<file path="src/rtl/fifo_read_streamer.sv">
// -----------------------------------------------------------------------------
// fifo_read_streamer
//
// Pulls words out of a standard-mode (registered-output, read latency 1) FIFO
// and presents them as a valid/ready stream through a small skid buffer.
// Each FIFO word carries the payload in bits [Width-2:0] and an end-of-packet
// marker in bit [Width-1].
//
// Handshake semantics (stream side): a word transfers on every rising edge
// where OutValid && OutReady are both high. Once OutValid is raised it stays
// high, and OutData/OutLast stay stable, until that transfer happens.
//
// Read-side flow control is credit based: a read is only issued when the
// buffer has room for it and every read still in flight. Because of this, the
// read enable never depends on OutReady, which keeps the FIFO read path free
// of the downstream consumer's timing.
//
// Ports
//   Clk            in   clock, everything on the rising edge
//   Reset_n        in   synchronous active-low reset
//   FifoDout       in   FIFO read data (Width bits, MSB = end-of-packet)
//   FifoEmpty      in   FIFO empty flag
//   FifoValid      in   FIFO read data valid, one cycle after FifoRdEn
//   FifoRdRstBusy  in   FIFO read side in reset, reads blocked while high
//   FifoRdEn       out  FIFO read enable
//   OutData        out  stream payload (Width-1 bits)
//   OutLast        out  stream end-of-packet
//   OutValid       out  stream valid
//   OutReady       in   stream ready
//   PktCount       out  completed packets, wraps modulo 2^CountWidth
//   Idle           out  buffer empty and no read in flight
//   ErrUnderflow   out  sticky: a read was issued but no data came back
//   ErrSpurious    out  sticky: data came back with no read in flight
// -----------------------------------------------------------------------------
module fifo_read_streamer #(
    parameter int Width      = 9,
    parameter int BufDepth   = 4,
    parameter int CountWidth = 16
) (
    input  logic                  Clk,
    input  logic                  Reset_n,
    input  logic [Width-1:0]      FifoDout,
    input  logic                  FifoEmpty,
    input  logic                  FifoValid,
    input  logic                  FifoRdRstBusy,
    output logic                  FifoRdEn,
    output logic [Width-2:0]      OutData,
    output logic                  OutLast,
    output logic                  OutValid,
    input  logic                  OutReady,
    output logic [CountWidth-1:0] PktCount,
    output logic                  Idle,
    output logic                  ErrUnderflow,
    output logic                  ErrSpurious
);

    localparam int PtrWidth = (BufDepth > 1) ? $clog2(BufDepth) : 1;
    localparam int OccWidth = PtrWidth + 1;
    localparam logic [OccWidth-1:0] Depth = OccWidth'(BufDepth);

    if (BufDepth < 2 || BufDepth > 16 || (BufDepth & (BufDepth - 1)) != 0) begin : g_bad_depth
        $error("fifo_read_streamer: BufDepth must be a power of two between 2 and 16");
    end

    // -------------------------------------------------------------------------
    // State
    // -------------------------------------------------------------------------
    logic [Width-1:0]      store [BufDepth];
    logic [PtrWidth-1:0]   wr_ptr;
    logic [PtrWidth-1:0]   rd_ptr;
    logic [OccWidth-1:0]   occ;
    logic                  in_flight;
    logic                  post_reset;
    logic [CountWidth-1:0] pkt_count;
    logic                  err_underflow;
    logic                  err_spurious;

    // -------------------------------------------------------------------------
    // Combinational control
    // -------------------------------------------------------------------------
    logic [OccWidth-1:0] committed;
    logic                rd_en;
    logic                push;
    logic                pop;
    logic [Width-1:0]    head;

    always_comb begin
        // Slots already spoken for: stored words plus the word still on its way.
        committed = occ + OccWidth'(in_flight);
        // Reset_n gating keeps the read enable low for the whole reset cycle;
        // everything else comes from registered state and the FIFO's own flags.
        rd_en = Reset_n && !FifoEmpty && !FifoRdRstBusy && (committed < Depth);
    end

    always_comb begin
        head = store[rd_ptr];
        push = in_flight && FifoValid;
        pop  = (occ != '0) && OutReady;
    end

    // -------------------------------------------------------------------------
    // Buffer storage (payload only, no reset needed)
    // -------------------------------------------------------------------------
    always_ff @(posedge Clk) begin
        if (Reset_n && push) begin
            store[wr_ptr] <= FifoDout;
        end
    end

    // -------------------------------------------------------------------------
    // Pointers, occupancy, in-flight tracking, counters and error flags
    // -------------------------------------------------------------------------
    always_ff @(posedge Clk) begin
        if (!Reset_n) begin
            wr_ptr        <= '0;
            rd_ptr        <= '0;
            occ           <= '0;
            in_flight     <= 1'b0;
            post_reset    <= 1'b1;
            pkt_count     <= '0;
            err_underflow <= 1'b0;
            err_spurious  <= 1'b0;
        end else begin
            post_reset <= 1'b0;
            in_flight  <= rd_en;

            // Pointers wrap naturally because BufDepth is a power of two.
            if (push) begin
                wr_ptr <= wr_ptr + 1'b1;
            end
            if (pop) begin
                rd_ptr <= rd_ptr + 1'b1;
            end

            case ({push, pop})
                2'b10:   occ <= occ + 1'b1;
                2'b01:   occ <= occ - 1'b1;
                default: occ <= occ;
            endcase

            if (pop && head[Width-1]) begin
                pkt_count <= pkt_count + 1'b1;
            end

            if (in_flight && !FifoValid) begin
                err_underflow <= 1'b1;
            end

            // A return landing in the first cycle after reset belongs to a read
            // issued before reset; drop it quietly instead of flagging it.
            if (FifoValid && !in_flight && !post_reset) begin
                err_spurious <= 1'b1;
            end
        end
    end

    // -------------------------------------------------------------------------
    // Outputs
    // -------------------------------------------------------------------------
    always_comb begin
        FifoRdEn     = rd_en;
        OutData      = head[Width-2:0];
        OutLast      = head[Width-1];
        OutValid     = (occ != '0);
        PktCount     = pkt_count;
        Idle         = (occ == '0) && !in_flight;
        ErrUnderflow = err_underflow;
        ErrSpurious  = err_spurious;
    end

    // The credit rule must make an overflowing push impossible.
    assert property (@(posedge Clk) disable iff (!Reset_n) push |-> (occ != Depth))
        else $error("fifo_read_streamer: push into a full buffer");

endmodule

</file>
<file path="config.mk">
export PLATFORM = sky130hd
export DESIGN_NAME = fifo_read_streamer
export DESIGN_NICKNAME = d
export VERILOG_FILES = /design/src/rtl/fifo_read_streamer.sv
export SDC_FILE = /design/constraint.sdc
export NUM_CORES = 1
export LEC_CHECK = 0
export BUFFER_PORTS_ARGS = -buffer_cell sky130_fd_sc_hd__buf_2
export CORE_ASPECT_RATIO = 1.4
export CORE_MARGIN = 3
export CORE_UTILIZATION = 54
export DETAILED_ROUTE_END_ITERATION = 8
export GPL_ROUTABILITY_DRIVEN = 0
export PLACE_DENSITY = 0.77
export SLEW_MARGIN = 20
export SYNTH_ARGS = -nofsm -noshare
export SYNTH_HDL_FRONTEND = slang
export SYNTH_SLANG_ARGS = --single-unit
</file>
<file path="constraint.sdc">
create_clock -name Clk -period 2.5 [get_ports Clk]
set_clock_uncertainty 0.1 [all_clocks]
set_input_delay 0.125 -clock Clk [delete_from_list [all_inputs] [get_ports Clk]]
set_output_delay 0.125 -clock Clk [all_outputs]
set_load 0.01 [all_outputs]
</file>
Yosys cells after proc, flatten, opt, wreduce, memory -nomap -nowiden
Memory sizes are Yosys's and may differ from the RTL's. A register that Yosys moved wholly into a read port is not among the register bits.
Cells that the tools add are included.
Cells by class
  reduce and logical (&&, ||, !) cells: 19
  order comparisons: 1
  mux-type cells: 6
  $add $sub $neg: 6
  equal/unequal tests: 2
Operators by type and width (number)
  adder 16 x 1 -> 16 bit, second input constant: 1
  logical AND 1 bit: 11
  case mux 3 bit (2 select lines): 1
  zero test 1 bit: 5
  adder 2 x 1 -> 2 bit, second input constant: 2
  two-way mux 2 bit: 2
  adder 3 x 1 -> 3 bit: 1
  adder 3 x 1 -> 3 bit, second input constant: 1
  zero test 3 bit: 1
  < comparator 3 bit, second input constant: 1
  two-way mux 1 bit: 3
  nonzero test 3 bit: 1
  subtractor 3 x 1 -> 3 bit, second input constant: 1
  equality test 2 x 1 -> 1 bit, second input constant: 1
  equality test 2 bit, second input constant: 1
  nonzero test 2 bit: 1
Storage, ports and cells
  memories kept: 1
  logic and storage cells: 43
  RAM bits: 36
  register bits after elaboration: 27
Memory list
  store: words 4, bits a word 9, rd ports 1, clocked after Yosys merged registers in 1, write ports 1, line 68  | logic [Width-1:0] store [BufDepth];

Longest topological paths before layout
Gate-level depths: netlist of the first run.
  word-level depth: 4
  gate-level depth with buffers: 8
  depth with buffers taken out: 7

Least setup slack after synthesis of the first run
Ideal clock, no wire load.
  kind: reg-to-reg
  start: register occ[0]
  end: register occ[2]
  stages on the path, launching flop included: 9
  slack: 508 ps
  buffers on the path: 1
  period minus slack after synthesis: 1992 ps
  arrival time: 1821 ps
  cells stage by stage: dfxtp_1 o31a_1 buf_4 ha_1 inv_1 fa_1 xor2_1 or3_1 a21oi_1
Between the ends
  word-level cells in the longest chain between the ends: 4
  elaborated cells on any way between the ends: 8
  classes of those cells: 2 x add/sub; 2 x eq/ne; 1 x mux; 3 x reduce/logical
Ends and longest elaborated chain
  from (decl): line 71  | logic [OccWidth-1:0] occ;
  from (signal assigned): line 136  | 2'b10: occ <= occ + 1'b1;
  from (signal assigned): line 137  | 2'b01: occ <= occ - 1'b1;
  nonzero test 3 bit *: line 98  | pop = (occ != '0) && OutReady;
  logical AND 1 bit *: line 98
  net pop: line 84  | logic pop;
  equality test 2 x 1 -> 1 bit / equality test 2 bit (equally long branches): line 135  | case ({push, pop})
  case mux 3 bit (2 select lines) / nonzero test 2 bit (equally long branches)
The timed path passes the listed nets; every way through them passes the cells marked *.
A chain may end at the register's enable or synchronous reset.

Worst setup path in the final report of the first run
  start: input port FifoValid
  end: register occ[2]
Between the ends
  word-level cells in the longest chain between the ends: 3
  elaborated cells on any way between the ends: 5
  classes of those cells: 2 x eq/ne; 1 x mux; 2 x reduce/logical
Ends and longest elaborated chain
  from (decl): line 44  | input logic FifoValid,
  logical AND 1 bit *: line 97  | push = in_flight && FifoValid;
  equality test 2 x 1 -> 1 bit / equality test 2 bit (equally long branches): line 135
  case mux 3 bit (2 select lines) / nonzero test 2 bit (equally long branches)
Every way passes the cells marked *; elsewhere a longest branch is shown, timed or not.

==> impl_metrics.env, run 1 <==
export IMPL_drt_initial_drc_count=77
export IMPL_wl_per_cell_um=14.2
export IMPL_p_per_area_nw_per_um2=660
export IMPL_fin_ws_ns=0.472
export IMPL_first_pass_iters=4
export IMPL_rsz0062_at_grt="false"
export IMPL_regArea_um2=1660
export IMPL_hold_violations=0
export IMPL_routed_wl_um=4680
export IMPL_hold_class="in -> reg"
export IMPL_numCtsBuffers=9
export IMPL_h_tree_depth=3
export IMPL_finalSetupTns_ns=0
export IMPL_critPathMaxStageDelay_ns=0.53
export IMPL_worstSetupEndpointType="register"
export IMPL_p_int_mw=1.68
export IMPL_p_sw_frac=0.212
export IMPL_fp_dieH_um=88.9
export IMPL_grt_overflow_total=0
export IMPL_antenna_found_initial=0
export IMPL_ff2ff_setup_slack_ns=0.54
export IMPL_r2r_start="occ[0]"
export IMPL_grt_max_degree=29
export IMPL_critPathBufInv=3
export IMPL_p_seq_frac=0.540
export IMPL_cp_depth=9
export IMPL_yosys_warnings=0
export IMPL_setup_viol=0
export IMPL_critical_path_top_delay_family="buffers and inverters"
export IMPL_port_buffers=44
export IMPL_nets=285
export IMPL_grtUsageTotal=0.182
export IMPL_cp_cell_sequence="dlygate4sd3_1 > buf_2 > nand2_1 > ha_1 > inv_1 > fa_1 > xor2_1 > or3_1 > a21oi_1"
export IMPL_avgSynthCellArea_um2=13.4
export IMPL_status="complete, no violations"
export IMPL_design_area_um2=3240
export IMPL_area_growth_pct=22.3
export IMPL_cts_buffer_depth=2
export IMPL_via_per_inst=5.30
export IMPL_drc=0
export IMPL_io_pins=45
export IMPL_insertion_delay_ns=0.32
export IMPL_rows=29
export IMPL_syn_num_nets=220
export IMPL_max_vdd_ir_drop_v=0.000529
export IMPL_antenna_left=0
export IMPL_tightest_slew_ns=0.476
export IMPL_n_antenna_cell=0
export IMPL_arrival_ns=2.17
export IMPL_cts_sinks=65
export IMPL_multi_input_area_um2=911
export IMPL_min_period_ns=2.03
export IMPL_fmax_mhz=493
export IMPL_initial_utilization=0.570
export IMPL_syn_inst=198
export IMPL_crit_start="FifoValid"
export IMPL_crit_fanout=4
export IMPL_reg2regPathDepth=7
export IMPL_drive_gt1_frac=0.254
export IMPL_dp_slack_ns=0.545
export IMPL_synth_cell_types=31
export IMPL_ys_seq_area_frac=0.627
export IMPL_cts_root_buffer_cell="clkbuf_8"
export IMPL_r2r_end="occ[2]"
export IMPL_p_comb_frac=0.081
export IMPL_vias=1750
export IMPL_worstSetupPathType="in -> reg"
export IMPL_start_kind="input port"
export IMPL_core_um2=4640
export IMPL_die_w_um=65.2
export IMPL_cp_slowest_cell="dlygate4sd3_1"
export IMPL_crit_end="occ[2]"
export IMPL_drv_slew=0
export IMPL_switching_power_mw=0.454
export IMPL_clkTransAtPathRegs_ns=0.06
export IMPL_period_share=0.811
export IMPL_power_frac_clock=0.379
export IMPL_syn_cell_area_um2=2650
export IMPL_drv_cap=0
export IMPL_fillCellCount=361
export IMPL_power_leakage_nw=1.21
export IMPL_whs_ns=0.284
export IMPL_placed_area_um2=2930
export IMPL_required_ns=2.65
export IMPL_synth_seq_cells=65
export IMPL_grt_pass1_wl_um=7760
export IMPL_dieArea_um2=5790
export IMPL_relSlewSlack=0.682
export IMPL_cts_resized=0
export IMPL_post_dp_hpwl_um=3130
export IMPL_first_global_vias=1772
export IMPL_cts_tree="yes"
[worst min path at each step]
stage,from,endpoint,slack [ns],cells after the start
final,OutReady,PktCount[1],0.28,5
after global routing,OutReady,PktCount[1],0.30,5
after CTS,OutReady,PktCount[1],0.27,5
after detailed placement,FifoRdRstBusy,in_flight,0.21,2
after global placement,FifoRdRstBusy,in_flight,0.21,2
after floorplan,FifoEmpty,in_flight,0.10,1
[registers in the layout (all words and copies together) (netlist names), named ones only]
name and count:
ErrUnderflow 1, in_flight 1, wr_ptr 2, ErrSpurious 1, occ 3, rd_ptr 2, store 36, PktCount 16
post_reset 1
[layout by cell type (no fill, tap or decap), drive strengths merged, types with 3 or more instances in the layout]
cell type and count:
and3 4, clkinv 3, dfxtp 29, nand2 9, dlygate4sd3 13, o21ai 4
edfxtp 36, nand3 11, xor2 8, a21oi 15, nor4 3, or4 6
nor2 17, or3 5, and2 5, mux4 9, ha 6, inv 8
clkbuf 12, xnor2 3, o31ai 6, buf 48
[cell usage after synthesis]
cell / n / area share
nand2_2: 1 / 0.0024
edfxtp_1: 36 / 0.41
clkbuf_2: 1 / 0.0019
clkbuf_1: 1 / 0.0014
o31a_1: 2 / 0.0066
o21ai_0: 4 / 0.0076
inv_1: 8 / 0.011
ha_1: 6 / 0.028
mux4_2: 6 / 0.051
fa_1: 1 / 0.0076
o21a_1: 1 / 0.0028
nand3_4: 1 / 0.0066
nor4_1: 3 / 0.0071
nand2_1: 8 / 0.011
o31ai_1: 6 / 0.017
xnor2_1: 3 / 0.0099
dfxtp_1: 29 / 0.22
mux4_1: 3 / 0.030
or4_1: 6 / 0.017
a21oi_1: 15 / 0.028
buf_1: 2 / 0.0028
buf_4: 1 / 0.0028
or3_1: 5 / 0.012
and4_1: 1 / 0.0033
nand4_1: 2 / 0.0047
buf_6: 2 / 0.0085
and3_1: 4 / 0.0094
xor2_1: 8 / 0.026
nor2_1: 17 / 0.024
nand3_1: 10 / 0.019
and2_1: 5 / 0.012
[cells by family (layout without fill, tap and decap cells)]
family	after synthesis	count (layout)	share of synthesized area
flops	65	65	0.627
simple gates	63	63	0.128
compound gates	28	28	0.0624
buf+inv	15	85	0.0288
xor+xnor	11	11	0.0364
mux	9	9	0.0808
fa+ha+maj	7	7	0.0359
[power by group through the flow]
stage | sequential, mW | combinational (mW) | clock, mW
after floorplan | 1.18 | 0.106 | 0
after global placement | 1.18 | 0.158 | 0
after CTS | 1.15 | 0.177 | 0.827
after global routing | 1.16 | 0.193 | 0.883
after detailed placement | 1.18 | 0.160 | 0
final | 1.15 | 0.174 | 0.809
[worst min-delay path: cells and delay by family]
kind | cells | cell delay (ns)
AOI/OAI and AO/OA | 2 | 0.16
buffers and inverters | 2 | 0.28
and+or+nand+nor | 1 | 0.09
[stage by stage]
stage / instances / util / total power, mW
after floorplan: 198 / - / 1.28
after global placement: 301 / 0.631 / 1.33
after detailed placement: 301 / 0.631 / 1.34
after CTS: 330 / 0.697 / 2.16
after global routing: 330 / 0.697 / 2.23
final: 330 / 0.697 / 2.14
[per-layer routing]
metal  part of all wire  vias up  GRT usage
li1                   -      872          -
met4              0.010        0     0.0811
met3              0.043        6     0.0623
met5                  0        -          0
met2               0.54       47      0.315
met1               0.40      825      0.203
[area by class of cell]
type | instances | share of cell area
multi-input combinational | 118 | 0.281
sequential | 65 | 0.513
clock inverter | 4 | 0.0135
tap | 62 | 0.0239
inverter | 8 | 0.00927
clock buffer | 12 | 0.0417
timing repair buffer | 61 | 0.117
[timing repair]
action                    CTS  global route
buffers inserted            0             0
hold buffers               13             0
hold endpoints to repair   40             0
Note: power is estimated with default switching activity, not from simulation.
==> run 2: changes to the inputs <==
==> constraint.sdc (replaced) <==
create_clock -name Clk -period 2.1 [get_ports Clk]
set_clock_uncertainty 0.1 [all_clocks]
set_input_delay 0.105 -clock Clk [delete_from_list [all_inputs] [get_ports Clk]]
set_output_delay 0.105 -clock Clk [all_outputs]
set_load 0.01 [all_outputs]
==> run 2 against run 1 <==
Compared with the run above:
- power up 37%
- largest power group unchanged
- worst hold slack worse by 0.023 ns
- critical path depth unchanged
- routed wire length up 5.4%
- critical endpoint unchanged
- highest routed layer unchanged
- sequential power up 19%
- flip-flop and latch count unchanged
- first-iteration DRC count down 30%
- count of clock-buffer cells in the layout down 3
- final area up 2.4%
- combinational power up 21%
- register-to-register slack worse by 0.42 ns
- sequential share of layout area down 1.2 points
==> impl_metrics.env, run 2 (synthesized netlist as in run 1, its figures left out) <==
export IMPL_p_int_mw=2.36
export IMPL_r2r_end="occ[2]"
export IMPL_largest_reg_flops=36
export IMPL_drt_initial_drc_count=54
export IMPL_drc=0
export IMPL_final_cell_mix="44 x buf_2, 36 x edfxtp_1, 29 x dfxtp_1"
export IMPL_cts_tree="yes"
export IMPL_numCtsBuffers=9
export IMPL_antenna_found_initial=0
export IMPL_rsz0062_at_grt="false"
export IMPL_grt_max_degree=29
export IMPL_cts_root_buffer_cell="clkbuf_8"
export IMPL_hold_class="in -> reg"
export IMPL_drv_slew=0
export IMPL_post_dp_hpwl_um=3320
export IMPL_n_antenna_cell=0
export IMPL_worstSetupEndpointType="register"
export IMPL_switching_power_mw=0.575
export IMPL_power_frac_clock=0.461
export IMPL_finalSetupTns_ns=0
export IMPL_h_tree_depth=3
export IMPL_first_pass_iters=4
export IMPL_routed_wl_um=4930
export IMPL_grtUsageTotal=0.189
export IMPL_max_vdd_ir_drop_v=0.000600
export IMPL_start_kind="input port"
export IMPL_p_seq_frac=0.468
export IMPL_ff2ff_setup_slack_ns=0.12
export IMPL_cts_sinks=65
export IMPL_dieArea_um2=5790
export IMPL_fmax_mhz=497
export IMPL_relSlewSlack=0.682
export IMPL_crit_start="FifoValid"
export IMPL_crit_fanout=4
export IMPL_period_share=0.958
export IMPL_tightest_slew_ns=0.478
export IMPL_clkTransAtPathRegs_ns=0.07
export IMPL_worstSetupPathType="in -> reg"
export IMPL_drive_gt1_frac=0.261
export IMPL_grt_overflow_total=0
export IMPL_initial_utilization=0.570
export IMPL_fp_dieH_um=88.9
export IMPL_die_w_um=65.2
export IMPL_arrival_ns=2.17
export IMPL_antenna_left=0
export IMPL_crit_end="occ[2]"
export IMPL_core_um2=4640
export IMPL_p_per_area_nw_per_um2=885
export IMPL_io_pins=45
export IMPL_fin_cells=330
export IMPL_rows=29
export IMPL_min_period_ns=2.01
export IMPL_status="complete, no violations"
export IMPL_grt_pass1_wl_um=7940
export IMPL_top_register="store"
export IMPL_drv_cap=0
export IMPL_r2r_start="occ[0]"
export IMPL_vias=1748
export IMPL_port_buffers=44
export IMPL_p_sw_frac=0.196
export IMPL_setup_viol=0
export IMPL_reg2regPathDepth=7
export IMPL_required_ns=2.26
export IMPL_dp_cells=301
export IMPL_first_global_vias=1677
export IMPL_via_per_inst=5.30
export IMPL_wl_per_cell_um=14.9
export IMPL_area_growth_pct=25.2
export IMPL_final_common_cell="buf_2"
export IMPL_insertion_delay_ns=0.33
export IMPL_power_leakage_nw=1.24
export IMPL_cts_buffer_depth=2
export IMPL_p_comb_frac=0.071
export IMPL_hold_violations=0
export IMPL_nets=285
export IMPL_fillCellCount=330
==> run 2: changes by cell type in the layout (fill, tap and decap cells not counted) <==
cell / previous run / this run
clkbuf_1: 3 / 0
clkinv_1: 1 / 2
clkinv_2: 2 / 1
bufinv_16: 1 / 4
==> run 2: how the worst min path moves through the flow <==
stage / endpoint / startpoint / cells after the start
final: PktCount[1] / OutReady / 5
after global routing: PktCount[1] / OutReady / 5
after CTS: PktCount[1] / OutReady / 5
after detailed placement: in_flight / FifoEmpty / 2
after global placement: in_flight / FifoRdRstBusy / 2
after floorplan: in_flight / FifoEmpty / 1
==> run 2: layout make-up <==
| type | count | area (µm²) | area share |
|---|---|---|---|
| Sequential cell | 65 | 1660 | 0.501 |
| Multi-Input combinational cell | 118 | 911 | 0.275 |
| Timing Repair Buffer | 61 | 380 | 0.115 |
| Clock inverter | 7 | 133 | 0.0400 |
| Clock buffer | 9 | 124 | 0.0373 |
| Tap cell | 62 | 77.6 | 0.0234 |
| Inverter | 8 | 30.0 | 0.00905 |
==> run 2: power by group through the flow <==
stage / clock network (mW) / logic, mW / registers, mW
6_report: 1.35 / 0.210 / 1.37
5_1_grt: 1.44 / 0.229 / 1.38
4_1_cts: 1.38 / 0.213 / 1.37
3_5_place_dp: 0 / 0.193 / 1.40
3_3_place_gp: 0 / 0.187 / 1.40
2_1_floorplan: 0 / 0.126 / 1.40
==> run 2: repair_timing <==
action                                 4_1_cts  5_1_grt
setup buffers                                0        0
gates resized for setup                      0        0
endpoints found under the hold margin       41        0
hold buffers                                13        0
==> run 2: routing by layer <==
layer	up-vias	GRT usage	share of wire
met3	4	0.0546	0.043
met1	829	0.218	0.40
met2	44	0.327	0.55
li1	871	-	-
met5	-	0	0
met4	0	0.0792	0.0077
==> run 2: worst max-delay path, stage by stage <==
cell and delay [ns]:
dlygate4sd3_1 0.53, buf_2 0.14, nand2_1 0.14, ha_1 0.22, inv_1 0.07, fa_1 0.37
xor2_1 0.16, or3_1 0.31, a21oi_1 0.14
==> run 2: metrics by stage <==
stage          hold slack [ns]  area, µm²  utilization  power (mW)  setup WS, ns
3_5_place_dp             0.188       2930        0.631        1.60         0.129
4_1_cts                  0.248       3320        0.714        2.96        0.0834
3_3_place_gp             0.186       2930        0.631        1.59         0.196
5_1_grt                  0.269       3320        0.714        3.05       0.00620
2_1_floorplan           0.0820       2650            -        1.53         0.108
6_report                 0.261       3320        0.714        2.93        0.0881
==> run 3: changes to the inputs <==
==> constraint.sdc (replaced) <==
create_clock -name Clk -period 2.23 [get_ports Clk]
set_clock_uncertainty 0.1 [all_clocks]
set_input_delay 0.1115 -clock Clk [delete_from_list [all_inputs] [get_ports Clk]]
set_output_delay 0.1115 -clock Clk [all_outputs]
set_load 0.01 [all_outputs]
==> run 3 against run 2 <==
Compared with the run above:
- register-to-register slack improved by 0.10 ns
- final cell count did not move
- clock power fell by 33%
- first-iteration DRC count rose by 61%
- final area fell by 2.4%
- critical path type unchanged
- largest power group unchanged
==> impl_metrics.env, run 3 (synthesized netlist as in run 1, its figures left out) <==
export IMPL_critPathMaxStageDelay_ns=0.53
export IMPL_grt_pass1_wl_um=8120
export IMPL_drv_cap=0
export IMPL_tightest_slew_ns=0.486
export IMPL_antenna_found_initial=0
export IMPL_hold_violations=0
export IMPL_grt_overflow_total=0
export IMPL_drc=0
export IMPL_wl_met1_um=1940
export IMPL_crit_fanout=4
export IMPL_first_global_vias=1721
export IMPL_first_pass_iters=4
export IMPL_h_tree_depth=3
export IMPL_io_pins=45
export IMPL_route_met2_wl_um=2670
export IMPL_required_ns=2.39
export IMPL_top_register="store"
export IMPL_rsz0062_at_grt="false"
export IMPL_initial_utilization=0.570
export IMPL_via_per_inst=5.39
export IMPL_cp_cell_sequence="dlygate4sd3_1 > buf_2 > nand2_1 > ha_1 > inv_1 > fa_1 > xor2_1 > or3_1 > a21oi_1"
export IMPL_area_growth_pct=22.2
export IMPL_placed_area_um2=2930
export IMPL_hold_class="in -> reg"
export IMPL_critical_path_top_delay_family="buffers and inverters"
export IMPL_drive_gt1_frac=0.250
export IMPL_post_cts_buffers=0
export IMPL_power_leakage_nw=1.21
export IMPL_grt_max_degree=29
export IMPL_numCtsBuffers=9
export IMPL_worstSetupPathType="in -> reg"
export IMPL_drv_slew=0
export IMPL_cp_slowest_cell="dlygate4sd3_1"
export IMPL_nets=285
export IMPL_whs_ns=0.258
export IMPL_largest_reg_flops=36
export IMPL_port_buffers=44
export IMPL_vias=1780
export IMPL_cts_buffer_depth=2
export IMPL_post_dp_hpwl_um=3370
export IMPL_dr_wl_met3_um=226
export IMPL_dieArea_um2=5790
export IMPL_rows=29
export IMPL_fmax_mhz=490
export IMPL_p_per_area_nw_per_um2=743
export IMPL_final_common_cell="buf_2"
export IMPL_drt_initial_drc_count=87
export IMPL_max_vdd_ir_drop_v=0.000650
export IMPL_fp_dieH_um=88.9
export IMPL_relSlewSlack=0.676
export IMPL_clkTransAtPathRegs_ns=0.06
export IMPL_insertion_delay_ns=0.34
export IMPL_wl_per_cell_um=15.0
export IMPL_final_cell_mix="44 x buf_2, 36 x edfxtp_1, 29 x dfxtp_1"
export IMPL_die_w_um=65.2
export IMPL_cts_sinks=65
export IMPL_antenna_left=0
export IMPL_min_period_ns=2.04
export IMPL_start_kind="input port"
export IMPL_critPathBufInv=3
export IMPL_setup_viol=0
export IMPL_cts_root_buffer_cell="clkbuf_8"
export IMPL_finalSetupTns_ns=0
export IMPL_n_antenna_cell=0
export IMPL_grtUsageTotal=0.194
export IMPL_period_share=0.916
export IMPL_arrival_ns=2.21
export IMPL_status="complete, no violations"
export IMPL_worstSetupEndpointType="register"
export IMPL_cts_tree="yes"
export IMPL_design_area_um2=3240
export IMPL_routed_wl_um=4950
export IMPL_core_um2=4640
export IMPL_top_layer="met4"
## run 3: worst min-delay path, stage by stage
cell and delay, ns:
buf_2 0.10, o31a_1 0.11, buf_4 0.18, nand3_1 0.09, a21oi_1 0.05
## run 3: layer usage
| layer | vias to the layer above | GRT usage |
|---|---|---|
| met5 | - | 0 |
| met4 | 0 | 0.109 |
| met3 | 12 | 0.0521 |
| met2 | 50 | 0.327 |
| met1 | 846 | 0.221 |
| li1 | 872 | - |
## run 3: where the power goes
group | leakage [nW] | switching [mW] | internal (mW)
clock network | 0.0898 | 0.407 | 0.504
logic | 0.557 | 0.103 | 0.0968
registers | 0.559 | 0.0139 | 1.28
## run 3: area by class of cell
type / count / area, µm²
Tap cell: 62 / 77.6
Fill cell: 372 / 1410
Timing Repair Buffer: 61 / 380
Inverter: 8 / 30.0
Clock buffer: 11 / 131
Multi-Input combinational cell: 118 / 911
Clock inverter: 5 / 46.3
Sequential cell: 65 / 1660
## run 3: worst paths after layout
path	from	endpoint	slack, ns	depth (start not counted)
worst max-delay path	FifoValid	occ[2]	0.19	9
worst max register to register	occ[2]	occ[2]	0.22	7
worst min-delay path	OutReady	PktCount[1]	0.26	5
worst min register to register	ErrSpurious	ErrSpurious	0.38	2
## run 3: what timing repair did
item | 4_1_cts | 5_1_grt
hold buffers | 13 | 0
resized for setup | 0 | 0
endpoints found under the hold margin | 41 | 0
## run 3: through the flow
stage | cells | power, mW | setup WS (ns) | util
after floorplan | 198 | 1.44 | 0.238 | -
after global placement | 301 | 1.50 | 0.326 | 0.631
after detailed placement | 301 | 1.50 | 0.251 | 0.631
after CTS | 330 | 2.42 | 0.215 | 0.697
after global routing | 330 | 2.51 | 0.138 | 0.697
final | 330 | 2.40 | 0.187 | 0.697
